### config.mk
export PLATFORM = sky130hd
export DESIGN_NAME = hub75_receiver
export DESIGN_NICKNAME = d
export VERILOG_FILES = /design/src/rtl/hub75_receiver.sv
export SDC_FILE = /design/constraint.sdc
export NUM_CORES = 1
export LEC_CHECK = 0
export ABC_AREA = 1
export BUFFER_PORTS_ARGS = -buffer_cell sky130_fd_sc_hd__clkbuf_2
export CAP_MARGIN = 30
export CORE_ASPECT_RATIO = 1.4
export CORE_UTILIZATION = 50
export DETAILED_ROUTE_END_ITERATION = 6
export GPL_TIMING_DRIVEN = 1
export PLACE_DENSITY = 0.75
export SLEW_MARGIN = 20
export SYNTH_ARGS = -nofsm -noshare
export SYNTH_HDL_FRONTEND = slang
export SYNTH_SLANG_ARGS = --single-unit
### constraint.sdc
create_clock -name clk_in -period 1.49 [get_ports clk_in]
set_input_delay 0.2235 -clock clk_in [delete_from_list [all_inputs] [get_ports clk_in]]
set_output_delay 0.2235 -clock clk_in [all_outputs]
set_load 0.005 [all_outputs]
### src/rtl/hub75_receiver.sv
// HUB75 bus receiver: synchronises the panel bus, then reports pixels, latched lines
// with bit-plane tracking, and the width of each output-enable pulse.
module hub75_receiver #(
  parameter int COLUMNS     = 64,
  parameter int PLANES      = 6,
  parameter int SYNC_STAGES = 2
) (
  input  logic        clk_in,
  input  logic        reset,
  input  logic        hub_clk_pixel,
  input  logic        hub_row_latch,
  input  logic        hub_output_enable_n,
  input  logic [3:0]  hub_row_address,
  input  logic [2:0]  hub_rgb1,
  input  logic [2:0]  hub_rgb2,
  output logic        pixel_valid,
  output logic [7:0]  pixel_column,
  output logic [2:0]  pixel_rgb1,
  output logic [2:0]  pixel_rgb2,
  output logic        line_valid,
  output logic [3:0]  line_row,
  output logic [2:0]  line_plane,
  output logic [8:0]  line_length,
  output logic        line_error,
  output logic [15:0] oe_cycles,
  output logic        oe_valid
);

  // Bus word layout: {pixel clk, latch, #OE, row[3:0], rgb1[2:0], rgb2[2:0]}
  localparam int              BW           = 13;
  localparam logic [BW-1:0]   BUS_IDLE     = 13'b0_0_1_0000_000_000;
  localparam logic [8:0]      LINE_COLUMNS = 9'(COLUMNS);
  localparam logic [3:0]      PLANE_LAST   = 4'(PLANES - 1);

  logic [BW-1:0] bus_sync [SYNC_STAGES];
  logic [BW-1:0] bus_now;
  logic          prev_clk, prev_latch, prev_oe_n;
  logic          pixel_edge, latch_edge, oe_fall, oe_rise;
  logic [8:0]    count, count_inc, line_len_next;
  logic [3:0]    last_row;
  logic [2:0]    last_plane;
  logic          first_done;
  logic [3:0]    plane_cand;
  logic [2:0]    plane_next;
  logic          plane_over;
  logic [15:0]   oe_count;

  assign bus_now = bus_sync[SYNC_STAGES-1];

  // Data travels through the same chain as the strobes so both stay aligned.
  always_ff @(posedge clk_in) begin
    if (reset) begin
      for (int i = 0; i < SYNC_STAGES; i++) bus_sync[i] <= BUS_IDLE;
      prev_clk   <= 1'b0;
      prev_latch <= 1'b0;
      prev_oe_n  <= 1'b1;
    end else begin
      bus_sync[0] <= {hub_clk_pixel, hub_row_latch, hub_output_enable_n,
                      hub_row_address, hub_rgb1, hub_rgb2};
      for (int i = 1; i < SYNC_STAGES; i++) bus_sync[i] <= bus_sync[i-1];
      prev_clk   <= bus_now[12];
      prev_latch <= bus_now[11];
      prev_oe_n  <= bus_now[10];
    end
  end

  always_comb begin
    pixel_edge    = bus_now[12] & ~prev_clk;
    latch_edge    = bus_now[11] & ~prev_latch;
    oe_fall       = ~bus_now[10] & prev_oe_n;
    oe_rise       = bus_now[10] & ~prev_oe_n;
    count_inc     = (count == 9'd511) ? count : count + 9'd1;
    // A pixel arriving with the latch belongs to the line being committed.
    line_len_next = pixel_edge ? count_inc : count;
    if (first_done && (bus_now[9:6] == last_row)) begin
      plane_cand = {1'b0, last_plane} + 4'd1;
    end else begin
      plane_cand = 4'd0;
    end
    plane_over = (plane_cand > PLANE_LAST);
    plane_next = plane_over ? PLANE_LAST[2:0] : plane_cand[2:0];
  end

  always_ff @(posedge clk_in) begin
    if (reset) begin
      pixel_valid  <= 1'b0;
      pixel_column <= 8'd0;
      pixel_rgb1   <= 3'd0;
      pixel_rgb2   <= 3'd0;
      line_valid   <= 1'b0;
      line_row     <= 4'd0;
      line_plane   <= 3'd0;
      line_length  <= 9'd0;
      line_error   <= 1'b0;
      oe_cycles    <= 16'd0;
      oe_valid     <= 1'b0;
      count        <= 9'd0;
      last_row     <= 4'd0;
      last_plane   <= 3'd0;
      first_done   <= 1'b0;
      oe_count     <= 16'd0;
    end else begin
      pixel_valid <= pixel_edge;
      line_valid  <= latch_edge;
      oe_valid    <= oe_rise;
      if (pixel_edge) begin
        pixel_column <= count[7:0];
        pixel_rgb1   <= bus_now[5:3];
        pixel_rgb2   <= bus_now[2:0];
      end
      if (latch_edge) begin
        line_row    <= bus_now[9:6];
        line_plane  <= plane_next;
        line_length <= line_len_next;
        line_error  <= plane_over | (line_len_next != LINE_COLUMNS);
        last_row    <= bus_now[9:6];
        last_plane  <= plane_next;
        first_done  <= 1'b1;
        count       <= 9'd0;
      end else if (pixel_edge) begin
        count <= count_inc;
      end
      // The falling-edge cycle is already a low cycle, so the count starts at 1.
      if (oe_fall) begin
        oe_count <= 16'd1;
      end else if (!bus_now[10] && (oe_count != 16'hFFFF)) begin
        oe_count <= oe_count + 16'd1;
      end
      if (oe_rise) begin
        oe_cycles <= oe_count;
      end
    end
  end

endmodule

==> metrics.txt <==
# setup viols final=5; VDD IR max=around 0.62 mV; Worst-path clk slew=0.10 ns; Area contributors post-synth=dfxtp_1, nor2_1, nand2_1; warnings from Yosys=0; Pwr per Cell Area=just under 1000 nW/µm²; slew margin rel.=0.749; Setup TNS=-0.142 ns; antenna cell count=0; CTS Buffer Depth=2; Ports=65; core box area=approximately 7700 µm²; Critical Path AT=~1.9 ns; Yosys reg bits=between 100 and 150; leak pwr=2.26 nW; Synth area leader=dfxtp_1; setup ws final=-0.0498 ns; Setup Skew=0.00903 ns; hold_ws=about 0.03 ns; Worst-Skew Late Latency=about 0.38 ns; die area=about 8300 µm²; post-synth net total=roughly 550; routed wire length=9250 µm; Mapped Cells=approximately 530; Initial Utilization=0.513; CP max FO=5; RSZ-0062 raised after global routing=true; Die H=approximately 110 µm; Final min period=1.54 ns; Die X=~77 µm; Synth-to-Final Area Change=27.0%; Sink Count=105; Crit-path slowest cell=dfxtp_2; Max-Cap Viols=0; vias per cell=between 4 and 5; Multi-input gate area=between 1500 and 2000 µm²; sequential share of the synthesized area=0.528; syn_area_per_cell=7.53 µm²; DP HPWL=between 6000 and 7000 µm; Seq. cell area=2120 µm²; global-route wire length before repair=~15,000 µm; CTS tree=built; std cell rows=38; area share of the largest cell type after synthesis=0.528; Synth cell types=29; Detail Route Antenna Nets=0; Setup WS pre-CTS=-0.115 ns; vias=about 3.6k; CP cell instances=ha_4, inv_4, nor2_4, nand3_2, nor2_4, nand2_4, nand2_8, buf_4, o21ai_1, nand2_1, a31oi_1; initial antenna violation count=0; Setup crit end kind=register; hold_buf cts=0; Total GRT Usage=0.233; IO Port Bufs=64; hold violation count in the final report=0; Post-Syn Area=3980 µm²; CTS Root Buffer Type=clkbuf_8; Setup CP Type=register to register; max-slew violations=0; fmax=between 600 and 700 MHz; worst min path class=input pin to register; pin count of the biggest net entering global routing=18; share of cells above drive strength 1=0.279; status=finished, violations left; WP data required=between 1.5 and 2 ns; slowest stage delay, CP=~0.35 ns; vias in the first global route=3,453; power consumption=roughly 5 mW; Worst Tran Pin Value=roughly 0.38 ns; GR Overflow Total=0; 1st-iter DRT viols=196; CTS H-tree depth=3; nets@finish=647; final period utilization=1.03; drt pass-1 iters=5; CP startpoint kind=register; CTS Buf Count=9; WL/cell=about 13 µm; CP dominant cell by count=nor2_4; Placer Congestion=0.865; Fillers=between 600 and 700; failing checks=negative setup slack; DRC errors left=0
[area by class of cell]
| class | instances | area share |
|---|---|---|
| sequential | 105 | 0.419 |
| timing repair buffer | 107 | 0.128 |
| clock buffer | 10 | 0.0272 |
| multi-input combinational | 325 | 0.326 |
| clock inverter | 6 | 0.0134 |
| tap | 100 | 0.0248 |
| inverter | 81 | 0.0617 |
[registers in the layout (all words and copies together) (netlist names), 3 cells and up]
signal        count
pixel_rgb1        3
oe_cycles        16
oe_count         16
last_row          4
pixel_rgb2        3
last_plane        3
count             9
pixel_column      8
bus_sync         26
line_length       9
[cells in the mapped netlist (all sizes together)]
master and instances:
a21oi 34, a22o 1, a31oi 2, buf 7
clkbuf 11, dfxtp 105, ha 3, inv 81
nand2 88, nand3 26, nand4 2, nor2 98
nor3 4, o21ai 50, o22ai 5, or2 4
xnor2 1, xor2 6
[report_power, final]
part	internal, mW	switching [mW]
Combinational	0.127	0.180
Sequential	2.88	0.0370
Clock	0.824	0.961
[worst paths after layout]
| check | end | startpoint | depth (start not counted) | slack (ns) |
|---|---|---|---|---|
| worst min register to register | bus_sync[0][24] | bus_sync[0][11] | 2 | 0.40 |
| worst max-delay path | oe_count[2] | oe_count[1] | 11 | -0.05 |
| worst max register to register | oe_count[2] | oe_count[1] | 11 | -0.05 |
| worst min-delay path | bus_sync[0][7] | hub_row_address[1] | 3 | 0.03 |
[placed cells by master (no fill, tap or decap), types with 6 or more instances in the layout]
cell type   n
a21oi_1    31
o21ai_0    47
nor2_2      9
dfxtp_1    94
nand3_1    23
nand2_1    79
nand2_2     6
nor2_1     85
clkbuf_2   64
inv_1      76
xor2_1      6
clkbuf_8   10
buf_4      42
dfxtp_2    11
[worst max-delay path, delay by kind of cell, from the launching register on]
family | cells | cell delay, ns
and+or+nand+nor | 6 | 0.42
buffers and inverters | 2 | 0.23
AOI/OAI and AO/OA | 2 | 0.30
DFF | 1 | 0.35
adders and majority gates | 1 | 0.17
[kinds of logic after synthesis]
| logic type | synth area share |
|---|---|
| buffers and inverters | 0.0959 |
| XOR/XNOR | 0.0154 |
| adder cells (fa/ha/maj) | 0.00944 |
| flip-flops | 0.528 |
| AND/OR/NAND/NOR | 0.231 |
| AO/OA/AOI/OAI | 0.120 |
[per-layer routing]
| metal | vias up | GRT usage | wire [µm] |
|---|---|---|---|
| met5 | - | 0 | 0 |
| li1 | 1839 | - | - |
| met4 | 0 | 0.121 | 223 |
| met3 | 19 | 0.0602 | 414 |
| met1 | 1684 | 0.237 | 3600 |
| met2 | 89 | 0.433 | 5020 |
[stage by stage]
step                      std cells  utilization  area [µm²]
final                           734        0.652        5050
after global routing            734        0.652        5050
after CTS                       732        0.634        4920
after detailed placement        711        0.598        4640
after global placement          711        0.598        4640
after floorplan                 528            -        3990
[repair_timing]
action                     in CTS  in global routing
cloned                          1                  0
buffers inserted                4                  2
setup endpoints to repair      11                 27
gates resized for setup        11                 39
pin swaps                       7                 14
Note: power is estimated with default switching activity, not from simulation.
